`src/rtl/ntt_bf_unit.sv`:
```
// Radix-2 NTT/INTT butterfly: CT (u=a+wb, v=a-wb) or GS (u=a+b, v=(a-b)w) per beat, mod Q.
// Fixed latency MUL_LAT+2, one beat per cycle, built around a pipelined Montgomery multiplier.
module ntt_bf_unit #(
  parameter int unsigned DATA_WIDTH = 12,
  parameter int unsigned Q          = 3329,
  parameter int unsigned MWR2MM_D   = 4
) (
  input  logic                  clk,
  input  logic                  rst,
  input  logic                  in_valid,
  input  logic                  in_gs,
  input  logic [DATA_WIDTH-1:0] a,
  input  logic [DATA_WIDTH-1:0] b,
  input  logic [DATA_WIDTH-1:0] w,
  output logic                  out_valid,
  output logic [DATA_WIDTH-1:0] out_u,
  output logic [DATA_WIDTH-1:0] out_v
);

  localparam int unsigned W       = DATA_WIDTH;
  localparam int unsigned D       = MWR2MM_D;
  localparam int unsigned NDIG    = W / D;
  localparam int unsigned MUL_LAT = NDIG + 1;
  localparam int unsigned L       = MUL_LAT + 2;

  typedef logic [W-1:0] data_t;
  typedef logic [W+1:0] acc_t;

  localparam data_t QD = data_t'(Q);
  localparam acc_t  QA = acc_t'(Q);

  function automatic data_t mod_add(data_t x, data_t y);
    logic [W:0] s;
    s = {1'b0, x} + {1'b0, y};
    if (s >= {1'b0, QD}) s = s - {1'b0, QD};
    return s[W-1:0];
  endfunction

  // Top bit of the (W+1)-bit difference is the sign; y may be Q (alias of 0).
  function automatic data_t mod_sub(data_t x, data_t y);
    logic [W:0] d;
    d = {1'b0, x} - {1'b0, y};
    if (d[W]) d = d + {1'b0, QD};
    return d[W-1:0];
  endfunction

  // D iterations of bit-serial Montgomery reduction; t stays below 2Q.
  function automatic acc_t mont_digit(acc_t t_in, logic [D-1:0] dig, data_t bb);
    acc_t t;
    t = t_in;
    for (int j = 0; j < int'(D); j++) begin
      if (dig[j]) t = t + acc_t'(bb);
      if (t[0]) t = t + QA;
      t = t >> 1;
    end
    return t;
  endfunction

  // S0 input mapping
  data_t x0_d, ma0_d;
  always_comb begin
    x0_d  = a;
    ma0_d = b;
    if (in_gs) begin
      x0_d  = mod_add(a, b);
      ma0_d = mod_sub(a, b);
    end
  end

  data_t x_q  [MUL_LAT+1];
  logic  gs_q [MUL_LAT+1];
  data_t ma_p [NDIG];
  data_t mb_p [NDIG];
  acc_t  t_q  [NDIG];
  acc_t  t_d  [NDIG];
  data_t p_q;

  for (genvar k = 0; k < int'(NDIG); k++) begin : g_mul
    acc_t t_in;
    if (k == 0) begin : g_first
      assign t_in = '0;
    end else begin : g_rest
      assign t_in = t_q[k-1];
    end
    assign t_d[k] = mont_digit(t_in, ma_p[k][k*D +: D], mb_p[k]);
  end

  // Datapath registers run every cycle and carry no reset.
  always_ff @(posedge clk) begin
    x_q[0]  <= x0_d;
    gs_q[0] <= in_gs;
    ma_p[0] <= ma0_d;
    mb_p[0] <= w;
    for (int k = 1; k <= int'(MUL_LAT); k++) begin
      x_q[k]  <= x_q[k-1];
      gs_q[k] <= gs_q[k-1];
    end
    for (int k = 1; k < int'(NDIG); k++) begin
      ma_p[k] <= ma_p[k-1];
      mb_p[k] <= mb_p[k-1];
    end
    for (int k = 0; k < int'(NDIG); k++) begin
      t_q[k] <= t_d[k];
    end
    p_q <= (t_q[NDIG-1] >= QA) ? data_t'(t_q[NDIG-1] - QA) : data_t'(t_q[NDIG-1]);
  end

  data_t u_d, v_d;
  always_comb begin
    u_d = mod_add(x_q[MUL_LAT], p_q);
    v_d = mod_sub(x_q[MUL_LAT], p_q);
    if (gs_q[MUL_LAT]) begin
      u_d = x_q[MUL_LAT];
      v_d = (p_q == QD) ? '0 : p_q;
    end
  end

  logic [L-1:0] valid_q;

  always_ff @(posedge clk) begin
    if (rst) begin
      valid_q <= '0;
      out_u   <= '0;
      out_v   <= '0;
    end else begin
      valid_q <= {valid_q[L-2:0], in_valid};
      if (valid_q[L-2]) begin
        out_u <= u_d;
        out_v <= v_d;
      end
    end
  end

  assign out_valid = valid_q[L-1];

  a_in_range: assert property (@(posedge clk) disable iff (rst)
    in_valid |-> (a < QD && b < QD && w < QD));

endmodule

```
`config.mk`:
```
export PLATFORM = sky130hd
export DESIGN_NAME = ntt_bf_unit
export DESIGN_NICKNAME = d
export VERILOG_FILES = /design/src/rtl/ntt_bf_unit.sv
export SDC_FILE = /design/constraint.sdc
export NUM_CORES = 1
export LEC_CHECK = 0
export ABC_CLOCK_PERIOD_IN_PS = 9500
export BUFFER_PORTS_ARGS = -buffer_cell sky130_fd_sc_hd__buf_2
export CAP_MARGIN = 20
export CORE_MARGIN = 10
export CORE_UTILIZATION = 37
export CTS_BUF_LIST = sky130_fd_sc_hd__clkbuf_8
export CTS_CLUSTER_DIAMETER = 150
export CTS_CLUSTER_SIZE = 14
export DETAILED_ROUTE_END_ITERATION = 10
export GPL_ROUTABILITY_DRIVEN = 0
export PLACE_DENSITY = 0.56
export SLEW_MARGIN = 15
export SYNTH_ARGS = -nofsm -noshare
export SYNTH_HDL_FRONTEND = slang
export SYNTH_SLANG_ARGS = --single-unit
```
`constraint.sdc`:
```
create_clock -name clk -period 9.5 [get_ports clk]
set_input_delay 1.9 -clock clk [delete_from_list [all_inputs] [get_ports clk]]
set_output_delay 1.9 -clock clk [all_outputs]
set_load 0.02 [all_outputs]
```
---- Word-level counts from Yosys, hierarchy flattened ----
Memory sizes are Yosys's and may differ from the RTL's.
Index checks and enable logic that the tools add are counted.
word-level totals
  bits in registers ....................... 42
  bits in writable memories ............... 176
  input bits .............................. 40
  output and inout bits ................... 25
  word-level logic and storage cells ...... 79
  memories ................................ 5
operators by class
  add/sub/neg operators ................... 32
  magnitude comparators ................... 3
  eq/ne operators ......................... 1
  mux-type cells .......................... 34
memory list
  name  depth  width  rd ports  clocked after memory_dff  write ports  RTL line  source
  x_q   5      12     5         0                         5            70        data_t x_q [MUL_LAT+1];
  t_q   3      13     3         0                         3            74        acc_t t_q [NDIG];
  ma_p  3      12     3         0                         3            72        data_t ma_p [NDIG];
  mb_p  3      12     3         0                         3            73        data_t mb_p [NDIG];
  gs_q  5      1      5         0                         5            71        logic gs_q [MUL_LAT+1];
operators by type and width
  operator                                                count
  two-way mux 14 bit                                      23
  adder 14 x 12 -> 14 bit (second input constant)         12
  two-way mux 12 bit                                      11
  adder 13 x 12 -> 14 bit                                 9
  subtractor 12 bit (second input constant)               3
  adder 14 x 12 -> 14 bit                                 2
  adder 12 x 12 -> 13 bit                                 2
  >= comparator 13 x 12 -> 1 bit (second input constant)  2
  subtractor 12 x 12 -> 13 bit                            2
  adder 12 bit (second input constant)                    2
  >= comparator 14 x 12 -> 1 bit (second input constant)  1
  == test 12 bit (second input constant)                  1

---- Depth between registers and ports, before layout ----
Gate-level depths: netlist (run 1).
An unclocked memory read counts as a cell.
  depth after elaboration ................. 17
  mapped depth ............................ 42
  mapped depth without buffers ............ 40

---- Worst setup path after synthesis (run 1) ----
Ideal clock, no wire load.
  path type ............................... register to register
  from .................................... memory mb_p[0][24] (netlist name)
  to ...................................... memory t_q[0][37] (netlist name)
  setup time .............................. 0.123 ns
  arrival time ............................ 7.464 ns
  data required time ...................... 9.377 ns
  slack ................................... 1.914 ns
  cell stages (with the launch flop) ...... 32
  period minus slack after synthesis ...... 7.586 ns
  cell sequence ........................... dfxtp_1 -> ha_1 -> fa_1 -> a211oi_4 -> nor2_1 -> or4_1 -> a2111o_1 -> xor2_1 -> ha_1 -> a2111oi_0 -> nor3_1 -> xor2_1 -> nand2_1 -> a221o_1 -> a21oi_1 -> nor2_1 -> ha_1 -> o21ai_0 -> a21boi_0 -> nor3_1 -> a31o_2 -> a31oi_1 -> nor2_1 -> xnor2_1 -> ha_1 -> a21oi_1 -> o21bai_1 -> a21oi_1 -> xnor2_1 -> mux2_2 -> o31ai_2 -> xnor2_1
RTL lines
  what                RTL line
  start: declaration  73
  end: declaration    74

==> results of run 1 <==
==> final timing paths <==
check	endpoint	start	slack [ns]
max	t_q[0][38]	mb_p[0][24]	0.80
min	x_q[0][54]	x_q[0][42]	0.32
max reg2reg	t_q[0][38]	mb_p[0][24]	0.80
min reg2reg	x_q[0][54]	x_q[0][42]	0.32
==> layer usage <==
| metal | GRT usage (%) | routed length, um |
|---|---|---|
| met2 | 27.31 | 25280 |
| met1 | 21.34 | 26430 |
| met4 | 3.124 | 966 |
| met3 | 1.616 | 1992 |
| met5 | 0 | 0 |
==> cells in the final DEF, fill, tap and decap left out, types with 13 or more instances in the layout <==
master,Yosys,routed
buf_2,10,64
mux2_2,22,22
nand2_1,189,189
nor2_1,179,179
or3_1,30,30
nor3b_1,13,13
a31oi_1,26,26
buf_4,3,17
nand2b_1,24,24
nand4_1,17,17
fa_1,15,15
o211ai_1,29,29
or2_2,15,15
nor4_1,17,17
dfxtp_1,206,206
xor2_1,102,102
o21ai_0,122,122
o21a_1,37,37
mux2i_1,46,46
a311oi_1,16,16
ha_1,202,202
nand3_1,62,62
nor3_1,56,56
a21o_1,42,42
nor2b_1,41,41
o21ai_1,14,14
a211o_1,18,18
a21oi_1,176,176
and2_1,23,23
a211oi_1,25,25
inv_1,178,178
a21boi_0,19,19
clkbuf_8,0,19
o21bai_1,53,53
and3_1,38,38
xnor2_1,184,184
==> stage by stage <==
step / hold slack (ns) / std cells
3_3_place_gp: 0.3102 / 3318
3_5_place_dp: 0.3121 / 3318
6_report: 0.3214 / 3343
2_1_floorplan: 0.3096 / 2565
5_1_grt: 0.3304 / 3342
4_1_cts: 0.3125 / 3341
==> kinds of logic after synthesis <==
family	after synthesis
AND/OR/NAND/NOR	777
buffers and inverters	260
AO/OA/AOI/OAI	749
adder cells (fa/ha/maj)	217
multiplexers	68
flip-flops	206
XOR/XNOR	288
==> state kept, by name, summed over array words and instances (netlist names) <==
name	cells
valid_q	6
ma_p	24
gs_q	5
mb_p	36
p_q	12
out_v	12
t_q	39
out_u	12
x_q	60
==> critical path, delay by kind of cell (launching register included) <==
kind	cells	cell delay, ns
flip-flops	1	0.39
multiplexers	2	0.51
XOR/XNOR	4	0.79
AO/OA/AOI/OAI	13	3.93
AND/OR/NAND/NOR	7	1.32
adder cells (fa/ha/maj)	5	1.68
==> area by class of cell <==
class / instances / area share [%]
Inverter: 184 / 3.140
Multi-Input combinational cell: 2099 / 70.33
Antenna cell: 1 / 0.01138
Tap cell: 748 / 4.255
Sequential cell: 206 / 18.75
Clock inverter: 4 / 0.2560
Timing Repair Buffer: 82 / 2.070
Clock buffer: 19 / 1.189
==> results.md, run 1 <==
- Outcome: completed
- I/O pins: 65
- Fillers: 5657
- Fin crit period: 8.702 ns
- Slew HR: 44.90%
- Layout cells sized above 1: 8.365%
- Sequential area share after synthesis: 20.02%
- Dominant synthesized flop cell: dfxtp_1
- Max-cap viol count: 0
- Multiplexer area fraction after synthesis: 3.437%
- Vias in the first global route: 17.62k
- Hold Path Class: reg2reg
- Final count of hold timing violations: 0
- Hold Path Cell Cnt: 0
- Synth Area in Adders: 13.72%
- Core ar.: 0.05509 mm2
- Setup CP Type: reg2reg
- Htree depth: 1
- Total Wirelength: 54670 um
- First-pass GRT wire length: 89020 um
- Commonest cells in the netlist: dfxtp_1 (206), ha_1 (202), nand2_1 (189), xnor2_1 (184), nor2_1 (179)
- Die Wd: 256.0 um
- Post-synthesis xor/xnor area fraction: 12.35%
- #FFs+latches synth: 206
- Worst path slowest cell: a2111oi_0
- Fin util: 39.93%
- Top area cells in the synthesized netlist: dfxtp_1 (20%), ha_1 (12%), xnor2_1 (7.8%), xor2_1 (4.3%), a21oi_1 (4.3%)
- Pre-antenna DRT Iters: 5
- Synth cell types: 122
- Placement Setup Slack: 0.9597 ns
- Area leader, netlist: dfxtp_1
- Synth warn: 0
- Setup crit start kind: flip-flop
- CTS tree: built
- Achievable frequency: 114.9 MHz
- DP Area: 0.02167 mm2
- Num rows: 86
- Worst EP arrival: 9.17 ns
- Grt ovf: 0
- Max Root-Sink Buffers: 3
- Area used by multi-input combinational logic: 0.01547 mm2
- Most common cell on crit path: ha_1
- Initial antenna violation count: 0
- Final worst-path setup slack: 0.7978 ns
- Cts bufs inserted: 19
- Post-DP HPWL: 44550 um
- Largest net degree at the start of global routing: 42
- Worst-margin pin slew: 0.8197 ns
- Setup TNS: 0 ns
- Max-slew violation count: 0
- Synth top area share: 20.02%
- Initial core utilization: 37.40%
- CP required: 9.97 ns
- Largest family of logic cells by synthesized area: compound AO/OA/AOI/OAI gates
- Starting DRT DRC Count: 1012
- Setup Skew: 0.02175 ns
- Syn Area/Cell: 8.033 um2
- Final ANT Viol Nets: 0
- Worst-Skew Late Latency: 0.55 ns
- PortBufs: 64
- Worst-path maximum fanout: 6
- Most numerous cell in the Yosys netlist: dfxtp_1
- Post-CTS setup buffer count: 0
- Clock Tree Root: clkbuf_8
- Vias after detailed routing: 18.22k
- Endpoint class of the critical path: flip-flop
- Clock-pin slew on the worst setup and hold paths: 0.09 ns
- Synth async-reset ratio: 0%
- Area grow syn2layout: 6.765%
- Post-Syn Instances: 2565
- Final setup fails: 0
- Final net count: 2849
- Synth Area in Compound Gates: 26.09%
- Syn Nets: 2822
- EDFF count, synth: 0
- Detailed-route DRC error count: 0
- Mapped cell area: 0.02060 mm2
- Design area: 0.02200 mm2
- CP peak stage delay: 0.64 ns
- Drt via density: 5.451
- Clock tree sinks: 206
- Hold_buf cts: 0
- Simple-gate portion of the synthesized area: 19.49%
- CTS resizes: 0
- Reg area: 0.004124 mm2
- DR WL/cell: 16.35 um
- DIE HEIGHT: 256.0 um
- All-layer global routing usage: 15.95%
- RSZ-0062 raised after global routing: false
- Final Cycle Share: 91.60%
- Die area: 0.06552 mm2
- R2R cell count: 31
Power of run 1 is left out: the tool's default activity adds up to more than one toggle a clock period on the data nets, which glitch-free logic cannot reach.
==> inputs of run 2 (changes only) <==
--- a/config.mk
+++ b/config.mk
@@ -15,7 +15,6 @@
 export CTS_CLUSTER_SIZE = 14
 export DETAILED_ROUTE_END_ITERATION = 10
 export GPL_ROUTABILITY_DRIVEN = 0
-export PLACE_DENSITY = 0.56
 export SLEW_MARGIN = 15
 export SYNTH_ARGS = -nofsm -noshare
 export SYNTH_HDL_FRONTEND = slang
==> run 2 against run 1 <==
  * Final cell count about the same
  * Sequential share of layout area about the same
  * Clock-buffer cell count unchanged
  * Wire length about the same
  * Worst setup slack better by 0.021 ns
  * Register-to-register slack better by 0.02 ns
  * Die area unchanged
  * Cell area about the same
  * Critical path depth unchanged
  * Highest routed layer unchanged
==> results.md, run 2 (synthesized netlist as in run 1, its figures left out) <==
- Outcome: completed
- Max Root-Sink Buffers: 3 (unchanged)
- Num rows: 86 (unchanged)
- Hold Path Cell Cnt: 0 (unchanged)
- Final ANT Viol Nets: 0 (unchanged)
- CP peak stage delay: 0.60 ns (-0.04 ns)
- Worst-margin pin slew: 0.9096 ns (+0.08988 ns)
- Placed Cells: 3315 (-0.090%)
- Achievable frequency: 115.2 MHz (+0.25%)
- Hold Path Class: reg2reg
- Final net count: 2846 (-0.11%)
- Most common cell after layout, fill and taps aside: dfxtp_1
- Total Wirelength: 54700 um (about the same)
- Final worst-path setup slack: 0.8192 ns (+0.02140 ns)
- Worst r2r dst: t_q[0][37]
- Most common cell on crit path: ha_1
- PortBufs: 64 (unchanged)
- Area used by multi-input combinational logic: 0.01547 mm2 (unchanged)
- First-pass GRT wire length: 89750 um (+0.81%)
- Clock Tree Root: clkbuf_8
- DR WL/cell: 16.37 um (+0.11%)
- Die Wd: 256.0 um (unchanged)
- Reg2Reg Launch Point: mb_p[0][24]
- R2R cell count: 31 (unchanged)
- Hold_buf cts: 0 (unchanged)
- Worst-Skew Late Latency: 0.56 ns (about the same)
- Layout cells sized above 1: 8.295% (-0.071 points)
- Final Cycle Share: 91.38% (-0.23 points)
- DIE HEIGHT: 256.0 um (unchanged)
- Vias after detailed routing: 18.52k (+1.6%)
- Slew HR: 38.86% (-6.0 points)
- Endpoint class of the critical path: flip-flop
- CTS tree: built
- Hold Crit Start: x_q[0][42]
- Htree depth: 1 (unchanged)
- Hold EP: x_q[0][54]
- Most flop-heavy register: x_q
- Fin util: 39.89% (about the same)
- Drt via density: 5.543 (+1.7%)
- Largest net degree at the start of global routing: 42 (unchanged)
- Fillers: 5742 (+1.5%)
- Post-DP HPWL: 44220 um (-0.73%)
- Initial antenna violation count: 0 (unchanged)
- Most frequent cells in the layout: dfxtp_1 (206), ha_1 (202), nand2_1 (189)
- Area grow syn2layout: 6.668% (about the same)
- Fin crit period: 8.681 ns (-0.02140 ns)
- Reg area: 0.004124 mm2 (unchanged)
- Placement Setup Slack: 1.018 ns (+0.05866 ns)
- Detailed-route DRC error count: 0 (unchanged)
- Post-CTS setup buffer count: 0 (unchanged)
- RSZ-0062 raised after global routing: false
- Die area: 0.06552 mm2 (unchanged)
- CTS resizes: 0 (unchanged)
- Core ar.: 0.05509 mm2 (unchanged)
- Grt ovf: 0 (unchanged)
- Largest regs: x_q: 60 flops, t_q: 39 flops, mb_p: 36 flops
- Clock tree sinks: 206 (unchanged)
- Pre-antenna DRT Iters: 6 (+1)
- Vias in the first global route: 17.87k (+1.5%)
- Worst-path maximum fanout: 6 (unchanged)
- I/O pins: 65 (unchanged)
- Reg2Reg Setup Slack: 0.82 ns (+0.02 ns)
- Worst EP arrival: 9.12 ns (-0.05 ns)
- Initial core utilization: 37.40% (unchanged)
- Setup CP Type: reg2reg
- Setup crit start kind: flip-flop
- Setup Skew: 0.04134 ns (+0.01959 ns)
- Cts bufs inserted: 19 (unchanged)
- Max-slew violation count: 0 (unchanged)
- CP required: 9.94 ns (-0.03 ns)
- Layout Cells excl Fill: 3341 (-0.060%)
- Clock-pin slew on the worst setup and hold paths: 0.11 ns (+0.02 ns)
- All-layer global routing usage: 16.00% (+0.050 points)
- Final count of hold timing violations: 0 (unchanged)
- Setup TNS: 0 ns (unchanged)
- Max-cap viol count: 0 (unchanged)
- Starting DRT DRC Count: 1272 (+26%)
- Largest register FFs: 60 (unchanged)
- Worst path slowest cell: or4_1
- Final setup fails: 0 (unchanged)
## run 2: cell types whose count changed in the layout (fill, tap and decap cells not counted)
cell,delta
buf_4,-3
inv_8,-1
clkinv_4,+1
clkinv_2,+1
## run 2: worst max path at each step
stage / depth (start not counted) / from / slack (ns) / end
finish: 31 / mb_p[0][24] / 0.82 / t_q[0][37]
global route: 31 / mb_p[0][24] / 0.32 / t_q[0][37]
CTS: 31 / mb_p[0][24] / 0.92 / t_q[0][37]
detailed placement: 31 / mb_p[0][24] / 1.02 / t_q[0][37]
global placement: 31 / mb_p[0][24] / 1.34 / t_q[0][37]
floorplan: 31 / mb_p[0][24] / 1.91 / t_q[0][37]
## run 2: through the flow
step | instance area, um2 | hold WS (ns)
floorplan | 20600 | 0.3096
global placement | 21650 | 0.3098
detailed placement | 21650 | 0.3121
CTS | 21970 | 0.3066
global route | 21970 | 0.3187
finish | 21980 | 0.3030
## run 2: cell type report
type | instances | area share (%)
well taps | 748 | 4.258
repair buffers | 79 | 1.970
inverters | 184 | 3.143
clock inverters | 5 | 0.2676
diodes | 1 | 0.01139
multi-input cells | 2099 | 70.40
flip-flops and latches | 206 | 18.76
clock buffers | 19 | 1.190
## run 2: metal layers
metal  track usage [%]  wire length (um)  up-vias
met1             20.98             25860     8706
li1                  -                 -     9328
met4             3.356               938        0
met5                 0                 0        -
met3             2.099              2644       76
met2             27.47             25260      409
## run 2: critical path, delay by kind of cell, from the launching register on
family | cells | cell delay [ns]
AND/OR/NAND/NOR | 7 | 1.33
adder cells (fa/ha/maj) | 5 | 1.69
multiplexers | 1 | 0.30
XOR/XNOR | 5 | 0.90
flip-flops | 1 | 0.38
AO/OA/AOI/OAI | 13 | 3.97
Power of run 2 is left out for the same reason.
==> inputs of run 3 (changes only) <==
==> constraint.sdc (replaced) <==
create_clock -name clk -period 9.5 [get_ports clk]
set_input_delay 0.475 -clock clk [delete_from_list [all_inputs] [get_ports clk]]
set_output_delay 0.475 -clock clk [all_outputs]
set_load 0.02 [all_outputs]
==> run 3 against run 2 <==
  * Clock skew is 0.00059 ns lower
  * Worst setup slack improved by 0.019 ns
  * Register-to-register slack improved by 0.02 ns
  * Global-route usage about the same
  * Die area unchanged
  * Final cell count increased by 0.18%
  * Wire length is essentially flat
  * Largest cell class unchanged
==> results.md, run 3 (synthesized netlist as in run 1, its figures left out) <==
- Setup crit start kind: flip-flop
- Area grow syn2layout: 6.959%
- Worst EP arrival: 9.10 ns (-0.02 ns)
- Drt via density: 5.539 (about the same)
- Post-DP HPWL: 44220 um (unchanged)
- Vias in the first global route: 17.91k (+0.18%)
- DR WL/cell: 16.36 um (about the same)
- Grt ovf: 0 (unchanged)
- Worst-margin pin slew: 0.9386 ns (+0.02900 ns)
- Final ANT Viol Nets: 0 (unchanged)
- Final worst-path setup slack: 0.8380 ns (+0.01883 ns)
- Largest net degree at the start of global routing: 42 (unchanged)
- Worst Path Buf+Inv: 0 (unchanged)
- Num rows: 86 (unchanged)
- Setup TNS: 0 ns (unchanged)
- Slew HR: 36.91% (-1.9 points)
- Most common cell after layout, fill and taps aside: dfxtp_1
- Core ar.: 0.05509 mm2 (unchanged)
- Die Wd: 256.0 um (unchanged)
- Worst-path maximum fanout: 6 (unchanged)
- Most frequent cells in the layout: dfxtp_1 (206), ha_1 (202), nand2_1 (189)
- Final Cycle Share: 91.18% (-0.20 points)
- Largest regs: x_q: 60 flops, t_q: 39 flops, mb_p: 36 flops
- Setup Skew: 0.04075 ns (-0.0005917 ns)
- Detailed-route DRC error count: 0 (unchanged)
- Most common cell on crit path: ha_1
- Cts bufs inserted: 19 (unchanged)
- RSZ-0062 raised after global routing: false
- Final count of hold timing violations: 0 (unchanged)
- Hold slack final: 0.04207 ns (-0.2610 ns)
- CTS tree: built
- Starting DRT DRC Count: 1104 (-13%)
- CP peak stage delay: 0.60 ns (about the same)
- Setup CP Type: reg2reg
- Final setup fails: 0 (unchanged)
- All-layer global routing usage: 16.01% (about the same)
- Initial antenna violation count: 0 (unchanged)
- Reg2Reg Launch Point: mb_p[0][24]
- Post-CTS setup buffer count: 0 (unchanged)
- Largest register FFs: 60 (unchanged)
- CP Depth: 31 (unchanged)
- Achievable frequency: 115.4 MHz (+0.22%)
- Endpoint class of the critical path: flip-flop
- Hold Path Cell Cnt: 1 (+1)
- PortBufs: 64 (unchanged)
- Clock Tree Root: clkbuf_8
- Initial core utilization: 37.40% (unchanged)
- Worst-Skew Late Latency: 0.56 ns (about the same)
- CP Launch Point: mb_p[0][24]
- CP required: 9.94 ns (about the same)
- Worst path slowest cell: or4_1
- Pre-antenna DRT Iters: 5 (-1)
- Layout cells sized above 1: 8.276% (-0.019 points)
- R2R cell count: 31 (unchanged)
- Fin crit period: 8.662 ns (-0.01883 ns)
- Hold Crit Start: w[8]
- Max-slew violation count: 0 (unchanged)
- Hold Path Class: in2reg
- Outcome: completed
- Delay-heaviest family, CP: compound AO/OA/AOI/OAI gates
- DIE HEIGHT: 256.0 um (unchanged)
- Clock tree sinks: 206 (unchanged)
- Most flop-heavy register: x_q
- Max-cap viol count: 0 (unchanged)
- First-pass GRT wire length: 89850 um (+0.11%)
- Htree depth: 1 (unchanged)
- I/O pins: 65 (unchanged)
- Die area: 0.06552 mm2 (unchanged)
- Clock-pin slew on the worst setup and hold paths: 0.09 ns (-0.02 ns)
- Vias after detailed routing: 18.54k (+0.11%)
- Total Wirelength: 54750 um (about the same)
- Placement Setup Slack: 1.018 ns (unchanged)
- Final net count: 2852 (+0.21%)
- Max Root-Sink Buffers: 3 (unchanged)
[run 3: changes by cell type in the layout (fill, tap and decap cells not counted)]
cell / before / now
dlygate4sd3_1: 0 / 6
[run 3: stage by stage]
| step | instances | utilization, % | cell area (um2) |
|---|---|---|---|
| 6_report | 3347 | 40.00 | 22040 |
| 5_1_grt | 3346 | 40.00 | 22030 |
| 4_1_cts | 3345 | 39.98 | 22030 |
| 3_5_place_dp | 3315 | 39.29 | 21650 |
| 3_3_place_gp | 3315 | 39.29 | 21650 |
| 2_1_floorplan | 2565 | - | 20600 |
[run 3: final cells by class]
cell class	count	area [um2]
Sequential cell	206	4124
Tap cell	748	935.9
Multi-Input combinational cell	2099	15470
Clock buffer	19	261.5
Inverter	184	690.7
Timing Repair Buffer	85	493.0
Clock inverter	5	58.81
Antenna cell	1	2.502
Fill cell	5739	33060
[run 3: path summary, 6_finish.rpt]
path                endpoint  slack, ns
hold / removal    mb_p[0][8]       0.04
setup reg to reg  t_q[0][37]       0.84
setup / recovery  t_q[0][37]       0.84
hold reg to reg   x_q[0][54]       0.30
[run 3: what timing repair did]
item | CTS | global route
gates resized for setup | 0 | 0
endpoints found under the hold margin | 6 | 0
hold buffers | 6 | 0
setup endpoints to repair | 0 | 0
[run 3: per-layer routing]
metal  wire length (um)  global-route usage [%]  vias to the layer above
li1                   -                       -                     9338
met1              25890                   20.98                     8714
met2              25250                   27.50                      417
met3               2658                   2.119                       71
met4                952                   3.356                        0
met5                  0                       0                        -
Power of run 3 is left out for the same reason.
